File: config.mk
export PLATFORM = sky130hd
export DESIGN_NAME = fp_mul_seq
export DESIGN_NICKNAME = d
export VERILOG_FILES = /design/src/rtl/fp_mul_seq.sv
export SDC_FILE = /design/constraint.sdc
export NUM_CORES = 1
export LEC_CHECK = 0
export CAP_MARGIN = 0
export CORE_MARGIN = 4
export CORE_UTILIZATION = 53
export DETAILED_ROUTE_END_ITERATION = 7
export HOLD_SLACK_MARGIN = 0.02
export PLACE_DENSITY = 0.81
export RECOVER_POWER = 25
export SYNTH_ARGS = -nofsm -noshare
export SYNTH_HDL_FRONTEND = slang
export SYNTH_SLANG_ARGS = --single-unit
File: constraint.sdc
create_clock -name clk -period 3.55 [get_ports clk]
set_clock_uncertainty 0.2 [all_clocks]
set_input_delay 0.8875 -clock clk [delete_from_list [all_inputs] [get_ports clk]]
set_output_delay 0.8875 -clock clk [all_outputs]
set_load 0.005 [all_outputs]
File: src/rtl/fp_mul_seq.sv
// fp_mul_seq: multi-cycle IEEE-754-style multiplier with a shift-add significand datapath,
// round-to-nearest-even, DAZ inputs and FTZ outputs. Define FP_MUL_FLAGS_EN to add the flags output.
module fp_mul_seq #(
  parameter  int EXP_W = 8,
  parameter  int MAN_W = 23,
  localparam int W     = 1 + EXP_W + MAN_W
) (
  input  logic         clk,
  input  logic         reset,
  input  logic         in_valid,
  output logic         in_ready,
  input  logic [W-1:0] a,
  input  logic [W-1:0] b,
  output logic         out_valid,
  input  logic         out_ready,
  output logic [W-1:0] result,
`ifdef FP_MUL_FLAGS_EN
  output logic [3:0]   flags,
`endif
  output logic         busy
);

  localparam int SIG_W  = MAN_W + 1;
  localparam int PROD_W = 2 * SIG_W;
  localparam int CNT_W  = $clog2(SIG_W);

  localparam logic signed [EXP_W+1:0] BIAS     = (EXP_W+2)'((2 ** (EXP_W - 1)) - 1);
  localparam logic signed [EXP_W+1:0] EXP_MAX  = (EXP_W+2)'((2 ** EXP_W) - 1);
  localparam logic signed [EXP_W+1:0] EXP_ZERO = (EXP_W+2)'(0);
  localparam logic [CNT_W-1:0]        CNT_LAST = CNT_W'(MAN_W);
  localparam logic [W-1:0]            QNAN     = {1'b0, {EXP_W{1'b1}}, 1'b1, {(MAN_W-1){1'b0}}};

  typedef enum logic [2:0] {
    ST_IDLE = 3'd0,
    ST_MUL  = 3'd1,
    ST_NORM = 3'd2,
    ST_RND  = 3'd3,
    ST_DONE = 3'd4
  } state_t;

  state_t                   state_q;
  logic                     in_ready_q;
  logic                     busy_q;
  logic                     out_valid_q;
  logic [W-1:0]             result_q;
  logic                     sign_q;
  logic [EXP_W-1:0]         ea_q;
  logic [EXP_W-1:0]         eb_q;
  logic [PROD_W-1:0]        mcand_q;
  logic [SIG_W-1:0]         mplier_q;
  logic [PROD_W-1:0]        acc_q;
  logic [CNT_W-1:0]         cnt_q;
  logic signed [EXP_W+1:0]  exp_q;
  logic [MAN_W-1:0]         frac_q;
  logic                     g_q;
  logic                     s_q;
`ifdef FP_MUL_FLAGS_EN
  logic [3:0]               flags_q;
`endif

  logic                     a_ones_s, b_ones_s, a_zero_s, b_zero_s, a_fnz_s, b_fnz_s;
  logic                     spec_s, spec_nan_s;
  logic [W-1:0]             spec_res_s;
  logic signed [EXP_W+1:0]  exp_sum_d;
  logic                     prod_msb_s;
  logic [PROD_W-2:0]        norm_s;
  logic [MAN_W-1:0]         frac_d;
  logic                     g_d, s_d;
  logic                     round_up_s;
  logic [MAN_W:0]           frac_inc_s;
  logic signed [EXP_W+1:0]  exp_rnd_s;
  logic                     ovf_s, unf_s;
  logic [W-1:0]             rnd_res_s;

  // Operand classification; the fraction bits sit untouched in the low bits until the first MUL step.
  always_comb begin
    a_ones_s   = &ea_q;
    b_ones_s   = &eb_q;
    a_zero_s   = ~|ea_q;
    b_zero_s   = ~|eb_q;
    a_fnz_s    = |mcand_q[MAN_W-1:0];
    b_fnz_s    = |mplier_q[MAN_W-1:0];
    spec_s     = a_ones_s | b_ones_s | a_zero_s | b_zero_s;
    spec_nan_s = (a_ones_s && a_fnz_s) || (b_ones_s && b_fnz_s) ||
                 (a_ones_s && b_zero_s) || (a_zero_s && b_ones_s);
    if (spec_nan_s) begin
      spec_res_s = QNAN;
    end else if (a_ones_s || b_ones_s) begin
      spec_res_s = {sign_q, {EXP_W{1'b1}}, {MAN_W{1'b0}}};
    end else begin
      spec_res_s = {sign_q, {(W-1){1'b0}}};
    end
    exp_sum_d = $signed({2'b00, ea_q}) + $signed({2'b00, eb_q}) - BIAS;
  end

  // Normalise the product so the hidden bit drops off the top, then split fraction/guard/sticky.
  always_comb begin
    prod_msb_s = acc_q[PROD_W-1];
    if (prod_msb_s) begin
      norm_s = acc_q[PROD_W-2:0];
    end else begin
      norm_s = {acc_q[PROD_W-3:0], 1'b0};
    end
    frac_d = norm_s[PROD_W-2:MAN_W+1];
    g_d    = norm_s[MAN_W];
    s_d    = |norm_s[MAN_W-1:0];
  end

  // Round to nearest even, renormalise on carry-out, then saturate to Inf or flush to zero.
  always_comb begin
    round_up_s = g_q && (s_q || frac_q[0]);
    frac_inc_s = {1'b0, frac_q} + {{MAN_W{1'b0}}, round_up_s};
    exp_rnd_s  = exp_q + $signed({{(EXP_W+1){1'b0}}, frac_inc_s[MAN_W]});
    ovf_s      = (exp_rnd_s >= EXP_MAX);
    unf_s      = (exp_rnd_s <= EXP_ZERO);
    if (ovf_s) begin
      rnd_res_s = {sign_q, {EXP_W{1'b1}}, {MAN_W{1'b0}}};
    end else if (unf_s) begin
      rnd_res_s = {sign_q, {(W-1){1'b0}}};
    end else begin
      rnd_res_s = {sign_q, exp_rnd_s[EXP_W-1:0], frac_inc_s[MAN_W-1:0]};
    end
  end

  // Control FSM with the datapath and all output registers.
  always_ff @(posedge clk) begin
    if (reset) begin
      state_q     <= ST_IDLE;
      in_ready_q  <= 1'b0;
      busy_q      <= 1'b0;
      out_valid_q <= 1'b0;
      result_q    <= '0;
      sign_q      <= 1'b0;
      ea_q        <= '0;
      eb_q        <= '0;
      mcand_q     <= '0;
      mplier_q    <= '0;
      acc_q       <= '0;
      cnt_q       <= '0;
      exp_q       <= '0;
      frac_q      <= '0;
      g_q         <= 1'b0;
      s_q         <= 1'b0;
`ifdef FP_MUL_FLAGS_EN
      flags_q     <= 4'b0000;
`endif
    end else begin
      case (state_q)
        ST_IDLE: begin
          if (in_valid && in_ready_q) begin
            sign_q     <= a[W-1] ^ b[W-1];
            ea_q       <= a[W-2:MAN_W];
            eb_q       <= b[W-2:MAN_W];
            mcand_q    <= {{SIG_W{1'b0}}, |a[W-2:MAN_W], a[MAN_W-1:0]};
            mplier_q   <= {|b[W-2:MAN_W], b[MAN_W-1:0]};
            acc_q      <= '0;
            cnt_q      <= '0;
            in_ready_q <= 1'b0;
            busy_q     <= 1'b1;
            state_q    <= ST_MUL;
          end else begin
            in_ready_q <= 1'b1;
            busy_q     <= 1'b0;
          end
        end
        ST_MUL: begin
          if ((cnt_q == {CNT_W{1'b0}}) && spec_s) begin
            result_q    <= spec_res_s;
            out_valid_q <= 1'b1;
`ifdef FP_MUL_FLAGS_EN
            flags_q     <= {spec_nan_s, 3'b000};
`endif
            state_q     <= ST_DONE;
          end else begin
            if (mplier_q[0]) begin
              acc_q <= acc_q + mcand_q;
            end
            mcand_q  <= mcand_q << 1;
            mplier_q <= mplier_q >> 1;
            cnt_q    <= cnt_q + CNT_W'(1);
            if (cnt_q == {CNT_W{1'b0}}) begin
              exp_q <= exp_sum_d;
            end
            if (cnt_q == CNT_LAST) begin
              state_q <= ST_NORM;
            end
          end
        end
        ST_NORM: begin
          frac_q  <= frac_d;
          g_q     <= g_d;
          s_q     <= s_d;
          exp_q   <= exp_q + $signed({{(EXP_W+1){1'b0}}, prod_msb_s});
          state_q <= ST_RND;
        end
        ST_RND: begin
          result_q    <= rnd_res_s;
          out_valid_q <= 1'b1;
`ifdef FP_MUL_FLAGS_EN
          flags_q     <= {1'b0, ovf_s, unf_s, g_q | s_q | ovf_s | unf_s};
`endif
          state_q     <= ST_DONE;
        end
        ST_DONE: begin
          if (out_ready) begin
            out_valid_q <= 1'b0;
            in_ready_q  <= 1'b1;
            busy_q      <= 1'b0;
`ifdef FP_MUL_FLAGS_EN
            flags_q     <= 4'b0000;
`endif
            state_q     <= ST_IDLE;
          end
        end
        default: begin
          state_q     <= ST_IDLE;
          in_ready_q  <= 1'b0;
          busy_q      <= 1'b0;
          out_valid_q <= 1'b0;
        end
      endcase
    end
  end

  assign in_ready  = in_ready_q;
  assign busy      = busy_q;
  assign out_valid = out_valid_q;
  assign result    = result_q;
`ifdef FP_MUL_FLAGS_EN
  assign flags     = flags_q;
`endif

endmodule

==> flow_summary.toml <==
[status]
outcome = "complete, but fails checks"
violations = "max-capacitance violations, max-slew violations"

[timing]
fin_crit_sh_pct = 95.11
maxSlewViolCount = 35
finalHoldViolCount = 0
fmax_mhz = 296.2
tightest_slew_ns = 1.602
whs_ns = 0.2522
finalCriticalPeriod_ns = 3.376
rsz0062_at_grt = "no"
max_slew_margin_pct = -6.862
finalSetupViolations = 0

[worst_setup_path]
reg2regPathDepth = 15
max_stage_delay_ns = 0.37
required_ns = 3.78
crit_path_top_delay_cell = "or3_1"
r2r_start = "frac_q[13]"
start_kind = "flip-flop"
path_max_fanout = 5
critPathArrivalTime_ns = 3.61
crit_end = "result[4]"
path_cells = "and4_4 -> and3_4 -> and3_1 -> nand4_1 -> nor2_2 -> ha_4 -> and3_4 -> nor2b_4 -> nand4_1 -> xor2_1 -> a21o_1 -> nand3_2 -> buf_6 -> or3_1 -> a21oi_1"
path_class = "reg2reg"
reg2reg_slack_ns = 0.17
crit_start = "frac_q[13]"
r2r_end = "result[4]"
crit_path_end_kind = "flip-flop"

[worst_hold_path]
min_path_type = "reg2reg"
hold_depth = 2

[place]
port_buffers = 102
post-dp-hpwl_mm = 23.25
dp.cells = 1904
gp_congestion = 0.9503

[detailed_routing]
drt_iter0_drc = 1089
via_count = 11645
dr.pass1.iters = 5
ant_nets = 0
viasPerCell = 5.984
wl_per_cell_um = 16.69
wirelength_mm = 32.48
drc = 0

[finish]
nets = 1758
layout-drive-gt1-share_pct = 7.348
n_antenna_cell = 0
syn_to_final_growth_pct = 17.59
finish.cell_count_without_fillers = 1946

[global_routing]
grt_busiest_layer = "met2"
grt_util_met2_pct = 40.43
grt_use_total_pct = 23.99
grt_max_degree = 131
grt_pass1_wl_mm = 53.25
grt.overflow.total = 0
antenna_found_initial = 0
met3_usage_pct = 2.925
grt_pass1_vias = 11033
globalRouteMet1Util_pct = 32.73

[pwr]
swShare_pct = 32.03
p_switching_w = 0.002116
leakagePower_nw = 5.562
p_per_area_nw_per_um2 = 454.5
ir_drop_uv = 280.4
p_clk_share_pct = 34.5
pwr-share-seq_pct = 42.7
p_int_w = 0.004490
p_comb_share_pct = 22.8

[synthesis]
yosysWarnings = 0
synth_edf_count = 0
synthArstFlopShare_pct = 0
synth_area_leaders = "dfxtp_1, nand2_1, ha_1, nor2_1, a21oi_1"
netlist_area_um2 = 12360
synth_top_area_cell = "dfxtp_1"
netlist.area_leader.share_pct = 34.82
yosysUniqueCellTypes = 82
syn_avg_cell_area_um2 = 7.984
yosysSeqAreaShare_pct = 34.82
syn_inst = 1548
synth-seq-cells = 215
synth_flop_cell = "dfxtp_1"
syn_nets = 1687

[clocking]
cts_tree = "yes"
clk_pin_slew_ns = 0.06
cts_hold_buf = 0
cts.sinks = 215
clockRootBuffer = "clkbuf_16"
clk_latency_ns = 0.51
htree_levels = 1
numCtsBuffers = 23
clk_path_buf_depth = 3

[floorplanning]
pin_count = 103
coreArea_um2 = 22780
die_area_um2 = 25830
num_rows = 55
dieWidth_um = 160.7
die_h_um = 160.7
start_util_pct = 54.26

[run]
maxCapViolCount = 1
critical path, delay by kind of cell, from the launching register on:
| family | cells | cell delay, ns |
|---|---|---|
| buffers and inverters | 1 | 0.19 |
| DFF | 1 | 0.35 |
| xor gates and xnor gates | 1 | 0.25 |
| adders and majority gates | 1 | 0.17 |
| AOI/OAI and AO/OA | 2 | 0.31 |
| and+or+nand+nor | 10 | 1.83 |
state kept, by name, summed over array words and instances (netlist names):
register,count
frac_q,23
in_ready,1
mcand_q,48
s_q,1
g_q,1
out_valid,1
busy,1
ea_q,8
exp_q,10
eb_q,8
cnt_q,5
state_q,3
result,32
acc_q,48
mplier_q,24
sign_q,1
metrics by stage:
| step | setup WS [ns] | area (um^2) | TNS (ns) | util [%] | total power, W |
|---|---|---|---|---|---|
| floorplan | 0.1420 | 12360 | 0 | - | 0.003862 |
| global placement | 0.1938 | 13710 | 0 | 60.19 | 0.004307 |
| detailed placement | -0.01160 | 13710 | -0.01160 | 60.19 | 0.004351 |
| CTS | 0.01517 | 14420 | 0 | 63.31 | 0.006614 |
| global route | 0.01658 | 14530 | 0 | 63.81 | 0.006922 |
| finish | 0.1735 | 14530 | 0 | 63.81 | 0.006606 |
routing by layer:
metal,wire length (um),up-vias
met5,0,-
met4,645,0
met2,15160,360
li1,-,5762
met1,14760,5467
met3,1922,56
cell usage after synthesis (35+ instances only):
cell type	n
nand3_1	43
a22oi_1	66
o21ai_0	49
nor2_1	201
clkbuf_1	74
a311oi_1	49
xnor2_1	51
a211oi_1	35
a21oi_1	103
ha_1	69
nand2_1	231
dfxtp_1	215
how the worst min path moves through the flow:
stage            endpoint  slack [ns]        from
5_1_grt        result[26]        0.28  result[26]
3_3_place_gp   result[25]        0.24  result[25]
2_1_floorplan   result[4]        0.25   result[4]
3_5_place_dp   result[27]        0.25  result[27]
6_report       result[27]        0.25  result[27]
4_1_cts        result[27]        0.26  result[27]
kinds of logic after synthesis:
group	Yosys count	synth area share (%)
adder cells (fa/ha/maj)	71	7.309
AO/OA/AOI/OAI	430	24.59
flip-flops	215	34.82
multiplexers	27	2.187
buffers and inverters	120	3.867
AND/OR/NAND/NOR	605	21.55
XOR/XNOR	80	5.669
cell type report:
class                           instances  area (um^2)
Timing Repair Buffer                  141         1356
Sequential cell                       215         4310
Inverter                               25        93.84
Tap cell                              313        391.6
Clock buffer                           35        680.7
Multi-Input combinational cell       1213         7675
Fill cell                            1892         8244
Clock inverter                          4        26.28
layout by cell type (no fill, tap or decap), types with 29 or more instances in the layout:
cell / Yosys / routed
buf_4: 0 / 30
xnor2_1: 51 / 51
a22oi_1: 66 / 66
xor2_1: 29 / 29
nand2_1: 231 / 231
dfxtp_1: 215 / 210
o21ai_0: 49 / 49
nand3_1: 43 / 42
clkdlybuf4s50_1: 0 / 76
ha_1: 69 / 68
a21oi_1: 103 / 103
a311oi_1: 49 / 49
a211oi_1: 35 / 35
nor2_1: 201 / 196
what timing repair did:
action | CTS | global route
setup buffers | 0 | 1
pin swaps | 1 | 6
setup endpoints to repair | 1 | 34
gates cloned | 0 | 2
resized for setup | 2 | 21
power groups by stage:
stage / registers (W) / logic (W) / clock network [W]
after floorplan: 0.00279 / 0.00107 / 0
after global placement: 0.00286 / 0.00144 / 0
after detailed placement: 0.00287 / 0.00148 / 0
after CTS: 0.00282 / 0.00149 / 0.00230
after global routing: 0.00285 / 0.00167 / 0.00241
final: 0.00282 / 0.00151 / 0.00228
(Power assumes the default switching activity.)
